`src/rtl/prg_arb_pkg.sv`:
```
// Shared definitions for the program-port arbiter: FSM state encoding and
// requester index constants. Used by prg_arb_pick2 and prg_port_arbiter.
package prg_arb_pkg;

  // FSM state encoding (one cycle in each non-idle state)
  localparam logic [1:0] ST_IDLE    = 2'd0;
  localparam logic [1:0] ST_ACCESS  = 2'd1;
  localparam logic [1:0] ST_CAPTURE = 2'd2;
  localparam logic [1:0] ST_RESP    = 2'd3;

  // Requester indices
  localparam logic M0 = 1'b0;
  localparam logic M1 = 1'b1;

endpackage

```
`src/rtl/prg_arb_pick2.sv`:
```
// Two-requester winner selection for the program-port arbiter.
// A lone requester always wins. On a tie the default build picks the
// requester that was not granted last (round-robin); with the macro
// PRG_ARB_FIXED_PRIO_EN defined, m0 always wins ties and 'last' is ignored.
module prg_arb_pick2
  import prg_arb_pkg::*;
(
  input  logic [1:0] req,
  input  logic       last,
  output logic       grant
);

`ifdef PRG_ARB_FIXED_PRIO_EN
  logic w_unusedLast;
  assign w_unusedLast = last;
`endif

  // Choose the winner index from the request pair and the tie-break rule
  always_comb begin
    grant = M0;
    case (req)
      2'b01:   grant = M0;
      2'b10:   grant = M1;
`ifdef PRG_ARB_FIXED_PRIO_EN
      2'b11:   grant = M0;
`else
      2'b11:   grant = (last == M0) ? M1 : M0;
`endif
      default: grant = M0;
    endcase
  end

endmodule

```
`src/rtl/prg_port_arbiter.sv`:
```
// Arbiter sharing RAM port b between two requesters (m0, m1).
// Each access walks IDLE -> ACCESS -> CAPTURE -> RESP, giving a fixed
// 3-cycle request-to-ack latency and one access every 4 cycles. Writes also
// return the RAM's old data. New grants are only made in program mode.
// Optional macro PRG_ARB_FIXED_PRIO_EN: fixed m0 tie priority, no last-grant
// register (default build uses round-robin tie-breaking).
module prg_port_arbiter
  import prg_arb_pkg::*;
#(
  parameter int ADDR_W = 32,
  parameter int DATA_W = 32
) (
  input  logic              clk,
  input  logic              reset_n,
  input  logic              prg_mode,
  input  logic              m0_req,
  input  logic              m0_we,
  input  logic [ADDR_W-1:0] m0_addr,
  input  logic [DATA_W-1:0] m0_wd,
  output logic              m0_ack,
  output logic [DATA_W-1:0] m0_rd,
  input  logic              m1_req,
  input  logic              m1_we,
  input  logic [ADDR_W-1:0] m1_addr,
  input  logic [DATA_W-1:0] m1_wd,
  output logic              m1_ack,
  output logic [DATA_W-1:0] m1_rd,
  output logic              prg_we,
  output logic [ADDR_W-1:0] prg_addr,
  output logic [DATA_W-1:0] prg_wd,
  input  logic [DATA_W-1:0] prg_rd
);

  logic [1:0]        r_state;
  logic              r_win;
  logic              r_we;
  logic [ADDR_W-1:0] r_addr;
  logic [DATA_W-1:0] r_wd;
  logic [DATA_W-1:0] r_m0Rd;
  logic [DATA_W-1:0] r_m1Rd;
  logic              w_last;
  logic              w_grant;
  logic              w_start;

  assign w_start = (r_state == ST_IDLE) && prg_mode && (m0_req || m1_req);

  prg_arb_pick2 u_pick (
    .req   ({m1_req, m0_req}),
    .last  (w_last),
    .grant (w_grant)
  );

`ifdef PRG_ARB_FIXED_PRIO_EN
  assign w_last = M1;
`else
  logic r_lastGrant;

  assign w_last = r_lastGrant;

  // Remember who was granted last; reset to m1 so m0 wins the first tie
  always_ff @(posedge clk or negedge reset_n) begin
    if (!reset_n) begin
      r_lastGrant <= M1;
    end else if (w_start) begin
      r_lastGrant <= w_grant;
    end
  end
`endif

  // Access sequencer: leaves IDLE only on a grant, then one cycle per state
  always_ff @(posedge clk or negedge reset_n) begin
    if (!reset_n) begin
      r_state <= ST_IDLE;
    end else begin
      case (r_state)
        ST_IDLE:    r_state <= w_start ? ST_ACCESS : ST_IDLE;
        ST_ACCESS:  r_state <= ST_CAPTURE;
        ST_CAPTURE: r_state <= ST_RESP;
        ST_RESP:    r_state <= ST_IDLE;
        default:    r_state <= ST_IDLE;
      endcase
    end
  end

  // Latch the winner and its command so later req/data changes cannot disturb the access
  always_ff @(posedge clk or negedge reset_n) begin
    if (!reset_n) begin
      r_win  <= M0;
      r_we   <= 1'b0;
      r_addr <= '0;
      r_wd   <= '0;
    end else if (w_start) begin
      r_win  <= w_grant;
      r_we   <= (w_grant == M1) ? m1_we   : m0_we;
      r_addr <= (w_grant == M1) ? m1_addr : m0_addr;
      r_wd   <= (w_grant == M1) ? m1_wd   : m0_wd;
    end
  end

  // Capture RAM read data into the winner's register; the loser's value is kept
  always_ff @(posedge clk or negedge reset_n) begin
    if (!reset_n) begin
      r_m0Rd <= '0;
      r_m1Rd <= '0;
    end else if (r_state == ST_CAPTURE) begin
      if (r_win == M1) begin
        r_m1Rd <= prg_rd;
      end else begin
        r_m0Rd <= prg_rd;
      end
    end
  end

  // Drive the RAM port and the acks from the current state only
  always_comb begin
    prg_we   = 1'b0;
    prg_addr = '0;
    prg_wd   = '0;
    m0_ack   = 1'b0;
    m1_ack   = 1'b0;
    case (r_state)
      ST_ACCESS: begin
        prg_we   = r_we;
        prg_addr = r_addr;
        prg_wd   = r_wd;
      end
      ST_CAPTURE: begin
        prg_addr = r_addr;
      end
      ST_RESP: begin
        m0_ack = (r_win == M0);
        m1_ack = (r_win == M1);
      end
      default: begin
        prg_we = 1'b0;
      end
    endcase
  end

  assign m0_rd = r_m0Rd;
  assign m1_rd = r_m1Rd;

endmodule

```
`config.mk`:
```
export PLATFORM = sky130hd
export DESIGN_NAME = prg_port_arbiter
export DESIGN_NICKNAME = d
export VERILOG_FILES = /design/src/rtl/prg_arb_pkg.sv /design/src/rtl/prg_arb_pick2.sv /design/src/rtl/prg_port_arbiter.sv
export SDC_FILE = /design/constraint.sdc
export NUM_CORES = 1
export LEC_CHECK = 0
export CORE_MARGIN = 5
export CORE_UTILIZATION = 41
export DETAILED_ROUTE_END_ITERATION = 8
export GPL_ROUTABILITY_DRIVEN = 1
export GPL_TIMING_DRIVEN = 0
export PLACE_DENSITY = 0.89
export SETUP_SLACK_MARGIN = 0.1
export SLEW_MARGIN = 40
export SYNTH_ARGS = -nofsm -noshare
export SYNTH_HDL_FRONTEND = slang
export SYNTH_HIERARCHICAL = 1
export SYNTH_SLANG_ARGS = --single-unit
export TNS_END_PERCENT = 100
```
`constraint.sdc`:
```
create_clock -name clk -period 1.7 [get_ports clk]
set_input_delay 0.34 -clock clk [delete_from_list [all_inputs] [get_ports clk]]
set_output_delay 0.34 -clock clk [all_outputs]
set_load 0.1 [all_outputs]
```
==> results.ini, run 1 <==
[critical_path]
cp.required_ps = 1360
cpPeakStageDelay_ps = 370
cpLargestDelayFamily = buffers and inverters
path_buf_inv = 3
cp-end-kind = output port
worstPathCellList = inv_2 > ha_4 > buf_8 > and2_4 > buf_12
cp-start-kind = flop
path_class = flop to output port
path_max_fanout = 10
worst_path_max_delay_cell = dfrtp_1
crit_arrival_ps = 1690

[floorplanning]
start_util = 0.415
core_um2 = 15100
dieArea_um2 = 17900
num_rows = 45
die_h_um = 134
io_pins = 298
die-width_um = 134

[final_layout]
antenna_cells = 0
syn2layout_area_growth_pct = 89.5
stdcell_count = 982
drive_gt1_frac = 0.621
fin_util = 0.787
final_cell_mix = clkdlybuf4s50_1, mux2_4, dfrtp_1
layout_commonest_cell = clkdlybuf4s50_1
nets = 952

[clock_tree]
clock_sinks = 133
numCtsBuffers = 17
cts-root-buf = clkbuf_16
clock_path_buffers = 2
clk_pin_slew_worst_paths_ps = 60
cts_tree = done
insertion_delay_ps = 420
htree_levels = 4

[yosys]
ys_seq_area_frac = 0.531
netlist_instances = 435
syn_nets = 606
syn_avg_cell_area_um2 = 14.4
synthDistinctLibCells = 17
synth_area_um2 = 6270
synth-seq-cells = 133
ys_warn_count = 6

[timing]
worstMarginPinSlew_ps = 516
finalSetupViolCount = 98
finClkSkew_ps = 7.57
report.final.slew_viol_count = 0
period_share = 1.20
fin_ws_ps = -332
rsz0062_at_grt = true
max_freq_ghz = 0.492
relSlewSlack = 0.656
finalHoldViolCount = 0
finalCriticalPeriod_ps = 2030
fin_setup_tns_ps = -21120

[routing]
drc = 0
vias_per_cell = 5.08
drt_iter0_markers = 169
wl_per_cell_um = 23.6
via_count = 4993
first_pass_iters = 4
antenna_left = 0
wl_um = 23200

[place]
dp.cells = 921
port_buffers = 297
dp.final_hpwl_um = 13900
gp_congestion = 0.786

[run_status]
violations = negative setup slack
status = finished with violations

[global_routing]
grt_usage = 0.234
antenna_found_initial = 0
grt_max_degree = 69
grt_pass1_wl_um = 32000
overflow = 0
grt_pass1_vias = 5663

[min_path]
min_path_type = input port to asynchronous set/reset pin

[run]
drv_cap = 0

## logic make-up after synthesis
group	Yosys count	share of synthesized area
compound gates	3	0.00459
fa+ha+maj	4	0.00799
simple gates	69	0.0685
mux	196	0.358
flops	133	0.531
buf+inv	30	0.0295
## per-layer routing
metal  part of all wire  GRT usage  vias to the layer above
li1                   -          -                     2206
met1               0.36      0.235                     2556
met2               0.56      0.451                      193
met3              0.056     0.0702                       38
met4              0.025     0.0874                        0
met5                  0          0                        -
## final timing paths
check                           cells after the start            to  slack [ps]   startpoint
worst min register to register                      1     m1_rd[27]         510    m1_rd[27]
worst max-delay path                                5  prg_addr[28]        -330   r_state[1]
worst min-delay path                                2     r_addr[3]         470      reset_n
worst max register to register                      6      r_wd[12]         -70  r_lastGrant
max in group asynchronous                           3     m0_rd[26]         510      reset_n
min in group clk                                    1     m1_rd[27]         510    m1_rd[27]
## cells in the mapped netlist
cell | instances | area, um^2
dfrtp_1 | 132 | 3300
nand2_1 | 1 | 3.75
mux2_4 | 10 | 150
clkbuf_1 | 7 | 26.3
mux2_1 | 28 | 315
buf_6 | 6 | 67.6
buf_4 | 4 | 30.0
ha_1 | 4 | 50.1
inv_1 | 3 | 11.3
mux2_2 | 158 | 1780
and2_1 | 66 | 413
a21boi_2 | 1 | 11.3
a21o_1 | 1 | 7.51
buf_2 | 10 | 50.1
dfstp_2 | 1 | 26.3
nor2b_1 | 2 | 12.5
o211a_1 | 1 | 10.0
## metrics by stage
stage | hold slack [ps] | cell area [um^2] | worst slack, ps
4_1_cts | 486 | 11300 | -340
6_report | 467 | 11900 | -332
3_5_place_dp | 324 | 9000 | -649
5_1_grt | 517 | 11900 | -387
3_3_place_gp | 473 | 9620 | -4640
2_1_floorplan | 44.4 | 6410 | -132
## layout make-up
class	count	area, um^2
Timing Repair Buffer	329	3870
Inverter	3	11.3
Sequential cell	133	3330
Tap cell	188	235
Multi-Input combinational cell	272	3480
Fill cell	835	3210
Buffer	25	398
Clock buffer	18	429
Clock inverter	14	119
## flip-flops by register name, summed over array words and instances, names as in the netlist
name,flops
m0_rd,32
m1_rd,32
r_addr,32
r_wd,32
r_state,2
r_lastGrant,1
r_we,1
r_win,1
## timing repair
item	CTS	global route
pin swaps	7	10
hold buffers	1	0
hold endpoints to repair	64	0
endpoints found under the setup margin	196	174
cloned	4	8
buffers inserted	9	10
resized for setup	414	115
Power of run 1 is left out: the tool's default activity adds up to more than one toggle a clock period on the data nets, which glitch-free logic cannot reach.
==> inputs of run 2 (changes only) <==
--- a/config.mk
+++ b/config.mk
@@ -8,7 +8,6 @@
 export CORE_MARGIN = 5
 export CORE_UTILIZATION = 41
 export DETAILED_ROUTE_END_ITERATION = 8
-export GPL_ROUTABILITY_DRIVEN = 1
 export GPL_TIMING_DRIVEN = 0
 export PLACE_DENSITY = 0.89
 export SETUP_SLACK_MARGIN = 0.1
==> results of run 2 <==
The final DEF is identical to that of run 1; final timing and power are the same.
Power of run 2 is left out for the same reason.
==> inputs of run 3 (changes only) <==
--- a/config.mk
+++ b/config.mk
@@ -5,11 +5,12 @@
 export SDC_FILE = /design/constraint.sdc
 export NUM_CORES = 1
 export LEC_CHECK = 0
+export ABC_AREA = 1
 export CORE_MARGIN = 5
-export CORE_UTILIZATION = 41
+export CORE_UTILIZATION = 42
 export DETAILED_ROUTE_END_ITERATION = 8
 export GPL_TIMING_DRIVEN = 0
-export PLACE_DENSITY = 0.89
+export PLACE_DENSITY = 0.91
 export SETUP_SLACK_MARGIN = 0.1
 export SLEW_MARGIN = 40
 export SYNTH_ARGS = -nofsm -noshare
==> constraint.sdc (replaced) <==
create_clock -name clk -period 1.7 [get_ports clk]
set_input_delay 0.17 -clock clk [delete_from_list [all_inputs] [get_ports clk]]
set_output_delay 0.17 -clock clk [all_outputs]
set_load 0.1 [all_outputs]
==> run 3 against run 2 <==
Against the previous run:
- the flow still finishes with violations (negative setup slack)
- critical endpoint is now prg_addr[0]
- hold slack worse by 170 ps
- critical path type unchanged
- wire length down 3.8%
- synthesized cell count up 100%
==> results.ini, run 3 <==
[run_status]
status = finished with violations  ; unchanged
violations = negative setup slack  ; unchanged

[final_layout]
drive_gt1_frac = 0.283  ; was 0.621
final_cell_mix = nand2_1, clkdlybuf4s50_1, dfrtp_1  ; was clkdlybuf4s50_1, mux2_4, dfrtp_1
layout_commonest_cell = nand2_1  ; was clkdlybuf4s50_1
antenna_cells = 0  ; unchanged
syn2layout_area_growth_pct = 73.9  ; was 89.5%
nets = 1387  ; was 952

[floorplanning]
num_rows = 45  ; unchanged
die-width_um = 133  ; was 134 um
die_h_um = 133  ; was 134 um
io_pins = 298  ; unchanged
start_util = 0.424  ; was 0.415
core_um2 = 15100  ; unchanged
dieArea_um2 = 17800  ; was 17900 um^2

[timing]
max_freq_ghz = 0.527  ; was 0.492 GHz
finalCriticalPeriod_ps = 1900  ; was 2030 ps
report.final.slew_viol_count = 0  ; unchanged
period_share = 1.12  ; was 1.20
finalSetupViolCount = 63  ; was 98
worstMarginPinSlew_ps = 518  ; was 516 ps
rsz0062_at_grt = true  ; unchanged
finClkSkew_ps = 7.81  ; was 7.57 ps
fin_ws_ps = -197  ; was -332 ps
finalHoldViolCount = 0  ; unchanged
relSlewSlack = 0.655  ; was 0.656

[global_routing]
grt_usage = 0.246  ; was 0.234
grt_pass1_wl_um = 34600  ; was 32000 um
grt_pass1_vias = 6916  ; was 5663
overflow = 0  ; unchanged
antenna_found_initial = 0  ; unchanged
grt_max_degree = 70  ; was 69

[yosys]
ys_warn_count = 6  ; unchanged
yosysMostFrequentCell = nand2_1  ; was mux2_2
yosysTopAreaCell = dfrtp_1  ; unchanged
synth_edf_count = 0  ; unchanged
syn_nets = 1062  ; was 606
synth_area_leaders = dfrtp_1, nand2_1, inv_1  ; was dfrtp_1, mux2_2, and2_1
ys_seq_area_frac = 0.520  ; was 0.531
synthDistinctLibCells = 16  ; was 17
async_flop_share = 1.00  ; unchanged
synth_top_cell_area_share = 0.516  ; was 0.527
synth-main-ff-cell = dfrtp_1  ; unchanged
netlist_instances = 891  ; was 435
synth-seq-cells = 133  ; unchanged
ys_top_cells_by_count = nand2_1, dfrtp_1, inv_1, o21ai_0, buf_2  ; was mux2_2, dfrtp_1, and2_1, mux2_1
syn_avg_cell_area_um2 = 7.18  ; was 14.4 um^2
synth_area_um2 = 6400  ; was 6270 um^2

[clock_tree]
clk_pin_slew_worst_paths_ps = 60  ; about the same
cts-root-buf = clkbuf_16  ; unchanged
numCtsBuffers = 17  ; unchanged
clock_sinks = 133  ; unchanged
insertion_delay_ps = 410  ; was 420 ps
cts_tree = done  ; unchanged
htree_levels = 4  ; unchanged
clock_path_buffers = 2  ; unchanged

[critical_path]
crit_arrival_ps = 1730  ; was 1690 ps
cp-start-kind = flop  ; unchanged
path_class = flop to output port  ; unchanged
path_max_fanout = 10  ; unchanged
cp.required_ps = 1530  ; was 1360 ps
cp-end-kind = output port  ; unchanged

[place]
pre_cts_ws_ps = -390  ; was -649 ps
dp.final_hpwl_um = 16100  ; was 13900 um
port_buffers = 297  ; unchanged
gp_congestion = 0.860  ; was 0.786

[routing]
wl_um = 22300  ; was 23200 um
wl_per_cell_um = 15.7  ; was 23.6 um
first_pass_iters = 5  ; was 4
antenna_left = 0  ; unchanged
drt_iter0_markers = 313  ; was 169
drc = 0  ; unchanged
vias_per_cell = 4.79  ; was 5.08
via_count = 6784  ; was 4993

[run]
drv_cap = 0  ; unchanged

[min_path]
min_path_type = input port to asynchronous set/reset pin  ; unchanged

==> run 3: changes by cell type after synthesis, sizes merged, moves of 18 or more <==
cell   delta
and2     -66
nand2   +529
o21ai    +65
inv     +105
buf      +18
mux2    -196
==> run 3: cell type report <==
cell class | instances | area (um^2)
fillers | 1054 | 3960
repair buffers | 306 | 3420
flip-flops and latches | 133 | 3330
multi-input cells | 603 | 2550
inverters | 108 | 631
clock buffers | 19 | 453
plain buffers | 47 | 385
well taps | 188 | 235
clock inverters | 13 | 121
==> run 3: cells by family after synthesis <==
group,synth area share
buf+inv,0.106
compound gates,0.0522
simple gates,0.314
flops,0.520
fa+ha+maj,0.00782
==> run 3: stage by stage <==
step,area [um^2],hold slack (ps),utilization,setup TNS [ps],cells
floorplan,6640,-126,-,0,891
global placement,9850,453,0.653,-678900,1376
detailed placement,9230,155,0.612,-16250,1377
CTS,11100,302,0.733,-12340,1415
global route,11100,336,0.737,-15090,1417
finish,11100,302,0.737,-10050,1417
==> run 3: timing repair <==
action	in CTS	in global routing
endpoints found under the setup margin	86	149
hold endpoints to repair	63	0
resized for setup	347	19
pin swaps	1	1
setup buffers	4	2
cloned	1	0
hold buffers	1	0
==> run 3: path summary, 6_finish.rpt <==
path | from | endpoint | slack [ps] | cells after the start
max | r_state[0] | prg_addr[0] | -200 | 6
min | reset_n | m1_rd[28] | 300 | 2
max reg2reg | r_lastGrant | r_wd[23] | 190 | 8
min reg2reg | r_wd[2] | r_wd[2] | 470 | 2
max in group asynchronous | reset_n | r_wd[1] | 700 | 3
min in group clk | prg_rd[6] | m1_rd[6] | 340 | 3
==> run 3: critical path, stage by stage (launching register included) <==
cell and delay [ps]:
dfrtp_1 400, inv_2 70, ha_4 330, clkbuf_16 180
nand2_2 80, clkinvlp_4 90, buf_12 170
==> run 3: per-layer routing <==
metal | up-vias | share of wire | GRT usage
li1 | 3264 | - | -
met1 | 3128 | 0.36 | 0.262
met2 | 325 | 0.51 | 0.444
met3 | 67 | 0.099 | 0.0816
met4 | 0 | 0.036 | 0.110
met5 | - | 0 | 0
Power of run 3 is left out for the same reason.
